### src/rtl/uart8_pkg.sv
// Shared state type, oversampling default and mid-bit sample positions for the UART receiver.
package uart8_pkg;

  typedef enum logic [2:0] {IDLE, START, DATA, STOP, BREAK} rxState_t;

  localparam int OVERSAMPLE_DEF = 16;

  // 1-based tick positions within a bit at which the line is sampled
  localparam int MID_LO = 7;
  localparam int MID    = 8;
  localparam int MID_HI = 9;

  function automatic int divRound(input int clkRate, input int baudRate, input int ovs);
    int den;
    den = baudRate * ovs;
    return (clkRate + den / 2) / den;
  endfunction

endpackage

### src/rtl/uart8_baud_tick.sv
// Oversample tick generator: one-clock tick every DIV clocks, restartable from 0.
module uart8_baud_tick import uart8_pkg::*; #(
  parameter int CLOCK_RATE = 12000000,
  parameter int BAUD_RATE  = 9600,
  parameter int OVERSAMPLE = OVERSAMPLE_DEF
) (
  input  logic clk,
  input  logic reset,
  input  logic restart,
  output logic tick
);
  localparam int DIV = divRound(CLOCK_RATE, BAUD_RATE, OVERSAMPLE);
  localparam int CW  = (DIV > 1) ? $clog2(DIV) : 1;
  localparam logic [CW-1:0] LAST = CW'(DIV - 1);

  logic [CW-1:0] cnt;

  always_ff @(posedge clk or negedge reset) begin
    if (!reset)                      cnt <= '0;
    else if (restart || cnt == LAST) cnt <= '0;
    else                             cnt <= cnt + CW'(1);
  end

  assign tick = (cnt == LAST) && !restart;

endmodule

### src/rtl/uart8_rx16.sv
// 8N1 UART receiver with 16x oversampling and 3-sample majority vote per bit.
module uart8_rx16 import uart8_pkg::*; #(
  parameter int CLOCK_RATE = 12000000,
  parameter int BAUD_RATE  = 9600,
  parameter int OVERSAMPLE = OVERSAMPLE_DEF
) (
  input  logic       clk,
  input  logic       reset,
  input  logic       rxEn,
  input  logic       rxIn,
  output logic       rxBusy,
  output logic       rxDone,
  output logic       rxErr,
  output logic [7:0] rxOut
);
  localparam int TW = $clog2(OVERSAMPLE);
  localparam int PW = TW + 1;
  localparam logic [PW-1:0] POS_END = PW'(OVERSAMPLE);
  localparam logic [PW-1:0] POS_LO  = PW'(MID_LO);
  localparam logic [PW-1:0] POS_MID = PW'(MID);
  localparam logic [PW-1:0] POS_HI  = PW'(MID_HI);

  logic rxMeta, rxSync, rxPrev;
  logic [1:0] flushCnt;
  logic armed;

  // armed only after the synchronizer holds real line data and the line has been seen high
  always_ff @(posedge clk or negedge reset) begin
    if (!reset) begin
      rxMeta   <= 1'b1;
      rxSync   <= 1'b1;
      rxPrev   <= 1'b1;
      flushCnt <= '0;
      armed    <= 1'b0;
    end else begin
      rxMeta <= rxIn;
      rxSync <= rxMeta;
      rxPrev <= rxSync;
      if (flushCnt != 2'd2) flushCnt <= flushCnt + 2'd1;
      armed <= armed | ((flushCnt == 2'd2) && rxSync);
    end
  end

  logic tick, restart;

  uart8_baud_tick #(
    .CLOCK_RATE(CLOCK_RATE),
    .BAUD_RATE (BAUD_RATE),
    .OVERSAMPLE(OVERSAMPLE)
  ) uBaud (
    .clk    (clk),
    .reset  (reset),
    .restart(restart),
    .tick   (tick)
  );

  rxState_t      state, stateN;
  logic [TW-1:0] tickCnt, tickN;
  logic [2:0]    bitCnt, bitN;
  logic          s7, s7N, s8, s8N;
  logic [7:0]    shReg, shN, outN;
  logic          doneN, errN;
  logic [PW-1:0] pos;
  logic          at7, at8, at9, decide;

  always_ff @(posedge clk or negedge reset) begin
    if (!reset) begin
      state   <= IDLE;
      tickCnt <= '0;
      bitCnt  <= '0;
      s7      <= 1'b1;
      s8      <= 1'b1;
      shReg   <= '0;
      rxOut   <= '0;
      rxDone  <= 1'b0;
      rxErr   <= 1'b0;
    end else begin
      state   <= stateN;
      tickCnt <= tickN;
      bitCnt  <= bitN;
      s7      <= s7N;
      s8      <= s8N;
      shReg   <= shN;
      rxOut   <= outN;
      rxDone  <= doneN;
      rxErr   <= errN;
    end
  end

  // Majority early-out: if samples 7 and 8 agree the vote is settled at tick 8,
  // otherwise sample 9 breaks the tie. Either way the winning value is rxSync.
  always_comb begin
    stateN  = state;
    tickN   = tickCnt;
    bitN    = bitCnt;
    s7N     = s7;
    s8N     = s8;
    shN     = shReg;
    outN    = rxOut;
    doneN   = 1'b0;
    errN    = 1'b0;
    restart = 1'b0;

    pos    = {1'b0, tickCnt} + PW'(1);
    at7    = tick && (pos == POS_LO);
    at8    = tick && (pos == POS_MID);
    at9    = tick && (pos == POS_HI) && (s7 != s8);
    decide = (at8 && (s7 == rxSync)) || at9;

    if ((state inside {START, DATA, STOP}) && tick) begin
      tickN = (pos == POS_END) ? '0 : pos[TW-1:0];
      if (at7) s7N = rxSync;
      if (at8) s8N = rxSync;
    end

    unique case (state)
      IDLE: begin
        tickN = '0;
        bitN  = '0;
        if (rxEn && armed && rxPrev && !rxSync) begin
          stateN  = START;
          restart = 1'b1;
        end
      end
      START: if (decide) stateN = rxSync ? IDLE : DATA;
      DATA: if (decide) begin
        shN  = {rxSync, shReg[7:1]};
        bitN = bitCnt + 3'd1;
        if (bitCnt == 3'd7) stateN = STOP;
      end
      STOP: if (decide) begin
        if (rxSync) begin
          stateN = IDLE;
          outN   = shReg;
          doneN  = 1'b1;
        end else begin
          stateN = BREAK;
          errN   = 1'b1;
          tickN  = '0;
        end
      end
      BREAK: if (tick) begin
        if (!rxSync)              tickN  = '0;
        else if (pos == POS_END)  stateN = IDLE;
        else                      tickN  = pos[TW-1:0];
      end
      default: stateN = IDLE;
    endcase

    if (!rxEn) begin
      stateN = IDLE;
      tickN  = '0;
      bitN   = '0;
      shN    = shReg;
      outN   = rxOut;
      doneN  = 1'b0;
      errN   = 1'b0;
    end
  end

  assign rxBusy = (state != IDLE);

endmodule

### config.mk
export PLATFORM = sky130hd
export DESIGN_NAME = uart8_rx16
export DESIGN_NICKNAME = d
export VERILOG_FILES = /design/src/rtl/uart8_pkg.sv /design/src/rtl/uart8_baud_tick.sv /design/src/rtl/uart8_rx16.sv
export SDC_FILE = /design/constraint.sdc
export NUM_CORES = 1
export LEC_CHECK = 0
export BUFFER_PORTS_ARGS = -buffer_cell sky130_fd_sc_hd__buf_2
export CAP_MARGIN = 20
export CORE_ASPECT_RATIO = 2
export CORE_MARGIN = 2
export CORE_UTILIZATION = 52
export DETAILED_ROUTE_END_ITERATION = 12
export PLACE_DENSITY_LB_ADDON = 0.08
export RECOVER_POWER = 25
export REMOVE_ABC_BUFFERS = 1
export SLEW_MARGIN = 20
export SYNTH_ARGS = -nofsm -noshare
export SYNTH_HDL_FRONTEND = slang
export SYNTH_SLANG_ARGS = --single-unit
### constraint.sdc
create_clock -name clk -period 5.1 [get_ports clk]
set_input_delay 0.255 -clock clk [delete_from_list [all_inputs] [get_ports clk]]
set_output_delay 0.255 -clock clk [all_outputs]
set_load 0.02 [all_outputs]
* After elaboration in Yosys (flattened, before gate mapping)
Cells that the tools add are included.
** Cells by class
- Shift operators :: 0
- Div/mod/pow operators :: 0
- $mul :: 0
- Eq/ne operators :: 23
- Bitwise gates (word level) :: 1
- $add $sub $neg :: 4
- Reduce and logical (&&, ||, !) cells :: 24
- Magnitude comparators :: 0
- Multiplexer cells :: 35
** Operators with widths (number)
- $mux 3 :: 12
- $mux 4 :: 8
- $ne 3x3->1 const B :: 7
- $pmux 3 s5 :: 1
- $pmux 4 s3 :: 1
- $logic_and 1x1->1 :: 11
- $eq 5x4->1 const B :: 2
- $mux 1 :: 10
- $reduce_and 8->1 :: 1
- $add 7x1->7 const B :: 1
- $eq 7x7->1 const B :: 1
- $mux 7 :: 1
- $eq 3x2->1 const B :: 2
- $eq 3x3->1 const B :: 2
- $pmux 3 s2 :: 1
- $reduce_and 2->1 :: 3
- $reduce_bool 3->1 :: 2
- $add 4x1->5 const B :: 1
- $eq 5x3->1 const B :: 1
- $eq 5x5->1 const B :: 1
- $reduce_and 4->1 :: 1
- $add 3x1->3 const B :: 1
- $eq 3x1->1 const B :: 1
- $logic_not 3->1 :: 1
- other kinds (12) :: 14
** Storage, ports and cells
- Memories :: 0
- Memory bits (writable) :: 0
- ROM bits :: 0
- Latch bits :: 0
- Input port bits :: 4
- Output and inout port bits :: 11
- Register bits :: 43
- Logic and storage cells :: 102

* Depth between registers and ports, before layout
- Depth after elaboration :: 14
- Mapped depth :: 8
- Mapped depth without buffers :: 7

* Modules after synthesis
A second synthesis with hierarchy kept.
** Unflattened totals
- Cell total of the unflattened synthesis :: 204
- Area total of the unflattened synthesis :: 2253.4 µm²
** Modules (own cells, without submodules)
- uart8_rx16 :: instances 1, sequential area each 907.1 µm², cells each 172, area each 1913.1 µm²
- uart8_baud_tick :: instances 1, sequential area each 175.2 µm², cells each 32, area each 340.3 µm²

* Worst setup path after synthesis
OpenSTA, ideal clock, no wires.
- Path type :: register -> register
- Start point :: register tickCnt[1]
- End point :: register shReg[1]
- Clock period less this slack :: 2102 ps
- Buffers on the path :: 1
- Setup time :: 125 ps
- Path slack :: 2998 ps
- Required time :: 4975 ps
- Data arrival time :: 1977 ps
- Stages on the path, launching flop included :: 8
- Cell sequence :: dfrtp_1 ha_1 nor2_1 o2bb2ai_4 nand3_4 nor4b_2 buf_2 mux2_2
** Between the ends
- Cells in the longest elaborated chain, start to end :: 6
- Elaborated cells on any way between the ends :: 9
- Classes of those cells :: 1 x add/sub; 2 x eq/ne; 6 x reduce/logical
** Ends and longest elaborated chain
- start, declared :: RTL line uart8_rx16.sv:58 : logic [TW-1:0] tickCnt, tickN;
- start signal, assigned :: RTL line uart8_rx16.sv:79 : tickCnt <= tickN;
- $add 4x1->5 * :: RTL line uart8_rx16.sv:104 : pos = {1'b0, tickCnt} + PW'(1);
- $eq 5x4->1 (on tied branches) :: RTL line uart8_rx16.sv:106, uart8_rx16.sv:107
- $logic_and 1x1->1 (on tied branches) :: RTL line uart8_rx16.sv:106, uart8_rx16.sv:107
- $logic_and 1x1->1 (on tied branches) :: RTL line uart8_rx16.sv:108, uart8_rx16.sv:107
- $logic_or 1x1->1 * :: RTL line uart8_rx16.sv:108 : decide = (at8 && (s7 == rxSync)) || at9;
- $reduce_and 3->1 (no line) *
- end signal, assigned :: RTL line uart8_rx16.sv:83 : shReg <= shN;
- end, declared :: RTL line uart8_rx16.sv:61 : logic [7:0] shReg, shN, outN;
Every way passes the cells marked *; elsewhere a longest branch is shown, timed or not.
A chain may end at the register's enable or synchronous reset.

* Worst setup path after layout
- Start point :: register rxSync
- End point :: register shReg[2]
** Between the ends
- Cells in the longest elaborated chain, start to end :: 10
- Elaborated cells on any way between the ends :: 13
- Classes of those cells :: 1 x eq/ne; 2 x mux; 10 x reduce/logical
** Ends and longest elaborated chain
- start, declared :: RTL line uart8_rx16.sv:23 : logic rxMeta, rxSync, rxPrev;
- start signal, assigned :: RTL line uart8_rx16.sv:37 : rxSync <= rxMeta;
- $logic_not 1->1
- $logic_and 1x1->1 :: RTL line uart8_rx16.sv:120 : if (rxEn && armed && rxPrev && !rxSync) begin
- $mux 1 :: RTL line uart8_rx16.sv:120
- $mux 1 :: RTL line uart8_rx16.sv:116 : unique case (state)
- $logic_not 1->1 :: RTL line uart8_baud_tick.sv:24 : assign tick = (cnt == LAST) && !restart;
- $logic_and 1x1->1 :: RTL line uart8_baud_tick.sv:24
- $logic_and 1x1->1 (on tied branches) :: RTL line uart8_rx16.sv:106, uart8_rx16.sv:107
- $logic_and 1x1->1 (on tied branches) :: RTL line uart8_rx16.sv:108, uart8_rx16.sv:107
- $logic_or 1x1->1 * :: RTL line uart8_rx16.sv:108
- $reduce_and 3->1 (no line) *
Marked as above.

==> results.md <==
* Filler instances at 378
* Post-CTS setup buffer count at 0
* CTS tree: built
* Area of the die at 4880 sq um
* PD cells at 273.1 nW/um^2
* Clk sink count at 43
* RSZ-0062 raised after global routing: no
* Global-route usage over all layers at 19.26%
* Rel. slew slack at 2.446%
* Clock skew at 0.007837 ns
* Most frequent cells in the layout: dfrtp_1, nor2_1, nand2_1, buf_2, mux2_2
* I/O pin count at 15
* Synth unique cells at 55
* Fraction of registers with async set/reset at 100.0%
* Clk buf depth at 2
* Worst min-delay path startpoint: rxIn
* Vias per cell at 5.876
* Worst slew pin tran at 1.463 ns
* LEAKAGE at 1.102 nW
* Diode count at 0
* Detailed-route DRC error count at 0
* Syn Area/Cell at 11.73 sq um
* Layout cells sized above 1 at 25.24%
* Total CTS buffers at 5
* Layout area overhead at 8.156%
* Overflow after GRT at 0
* Die H at 96.81 um
* H-tree depth at 2
* Worst path required time at 5.28 ns
* WP data arrival at 2.96 ns
* Reg area at 1082 sq um
* Yosys warning total at 0
* GP Congestion at 0.8514
* DRT Wirelength at 4.115 mm
* Post-Syn Instances at 191
* Crit-path max FO at 15
* Run status: finished, final reports clean
* Clk_lat worst skew at 0.29 ns
* HPWL after detailed placement at 3.028 mm
* Cells on Worst Hold Path at 1
* Class of the worst hold path: in -> reg
* CTS clk-pin slew, worst paths at 0.07 ns
* Max cap viols at 0
* Startpoint type of the worst setup path: flip-flop
* Worst R2R Start: rxSync$_DFF_PN1_
* Multi-input logic area at 1085 sq um
* Worst IR Drop VDD at 204.9 uV
* Vias in the first global route at 1591
* Die X-Extent at 50.41 um
* Final hold viol count at 0
* Setup WS pre-CTS at 2.332 ns
* Setup tns final at 0 ns
* FF-to-FF path depth at 5
* Via Count at 1516
* Port bufs at 14
* # resized after CTS at 0
* Largest net degree at the start of global routing at 44
* Slew Viols, Final at 0
* Wire per inst at 15.95 um
* Hold endpoint: rxMeta$_DFF_PN1_
* Synth Register Bits at 43
* Tcrit/Tclk final at 54.57%
* Crit Reg-Reg Endpoint: shReg[2]$_DFFE_PN0P_
* Core ar. at 4129 sq um
* R2R setup slack at 2.32 ns
* Mapped cell area at 2240 sq um
* Setup violations, final at 0
* First-pass GRT wire length at 7.314 mm
* CP Class: reg -> reg
* Tmin final at 2.783 ns
* Final worst slack at 2.317 ns
* Seq/Total Area, Yosys at 48.32%
* EDFF count, synth at 0
* Initial core utilization at 54.24%
* Top_reg_cell synth: dfrtp_1
* Rows at 33
* Initial antenna violation count at 0
* Fmax at 359.3 MHz
* Commonest non-fill, non-tap cell in the layout: dfrtp_1
* Post-layout nets at 218
* Crit end category: flip-flop
* CTS root buffer: clkbuf_8
* Number of routed nets with antenna violations at 0
* Iter 0 DRT Violations at 47
* Pre-antenna DRT Iters at 4
[Yosys cell counts (all sizes together) (2+ instances only)]
master	count	area (sq um)
xor2	6	52.55
inv	6	22.52
nor4	2	18.77
mux2	19	244.0
or2	2	12.52
a21oi	2	10.01
ha	9	112.6
o21a	2	15.01
dfrtp	38	950.9
buf	6	38.79
nand3	7	52.55
o211ai	2	15.01
nor2	15	63.81
nand2	13	48.80
and3	2	12.51
or3	4	25.02
nand2b	2	12.51
xnor2	6	52.55
o21ai	8	40.03
clkbuf	3	11.26
a22o	3	26.28
a311oi	2	23.77
nor3	5	25.02
dfstp	5	131.4
nand3b	2	15.01
[critical path, stage by stage, from the launching register on]
cell and delay [ns]:
dfstp_1 0.82, xnor2_1 0.17, a22o_1 0.23, nand3_4 0.12, nor4b_2 0.91, mux2_2 0.42
[state kept, by name, indices dropped and copies added, names as in the netlist]
| name | cells |
|---|---|
| s7 | 1 |
| shReg | 8 |
| s8 | 1 |
| bitCnt | 3 |
| rxMeta | 1 |
| armed | 1 |
| tickCnt | 4 |
| rxDone | 1 |
| uBaud.cnt | 7 |
| rxPrev | 1 |
| rxOut | 8 |
| flushCnt | 2 |
| rxErr | 1 |
| rxSync | 1 |
| state | 3 |
[repair_timing]
action,in CTS,in global routing
hold buffers,0,1
hold endpoints to repair,0,12
setup endpoints to repair,0,0
[through the flow]
stage | instances | utilization, % | power, mW | hold slack, ns | instance area [sq um]
global route | 258 | 58.67 | 0.6993 | 0.04145 | 2422
global placement | 248 | 56.30 | 0.4579 | 0.3465 | 2325
CTS | 256 | 58.36 | 0.6718 | 0.04579 | 2410
detailed placement | 248 | 56.30 | 0.4608 | 0.3479 | 2325
floorplan | 182 | - | 0.4366 | -0.04059 | 2190
finish | 258 | 58.67 | 0.6614 | 0.05611 | 2422
[area by class of cell]
type                       instances  share of cell area [%]
tap                               52                   2.686
multi-input combinational        133                   44.78
timing repair buffer              16                   3.409
inverter                           6                  0.9298
clock buffer                       6                   2.996
clock inverter                     2                  0.5165
sequential                        43                   44.68
[where the power goes]
part	switching [mW]	total (mW)	internal (mW)	leakage, nW
clock	0.113	0.209	0.0957	0.0412
combinational	0.0386	0.0683	0.0296	0.497
sequential	0.0225	0.384	0.362	0.564
[cells by family (layout without fill, tap and decap cells)]
logic type      Yosys count  count (layout)  share of synthesized area, %
xor+xnor                 12              12                         4.693
mux                      19              19                         10.89
simple gates             60              60                         15.98
compound gates           33              33                         11.84
fa+ha+maj                 9               9                         5.028
flops                    43              43                         48.32
buf+inv                  15              30                         3.240
[metal layers]
| metal | routed length, um | up-vias | GRT usage [%] |
|---|---|---|---|
| li1 | - | 705 | - |
| met1 | 1546 | 768 | 21.12 |
| met2 | 2354 | 33 | 34.92 |
| met3 | 110 | 10 | 3.086 |
| met4 | 103 | 0 | 8.524 |
| met5 | 0 | - | 0 |
[how the worst max path moves through the flow]
stage                                    start                   end  slack (ns)
after floorplan           tickCnt[1]$_DFF_PN0_  shReg[0]$_DFFE_PN0P_        2.73
after global placement    tickCnt[1]$_DFF_PN0_  shReg[4]$_DFFE_PN0P_        2.45
after detailed placement  tickCnt[1]$_DFF_PN0_  shReg[3]$_DFFE_PN0P_        2.33
after CTS                 tickCnt[1]$_DFF_PN0_  shReg[3]$_DFFE_PN0P_        2.31
after global routing                     reset  rxOut[3]$_DFFE_PN0P_        2.13
final                         rxSync$_DFF_PN1_  shReg[2]$_DFFE_PN0P_        2.32
(Power assumes the default switching activity.)
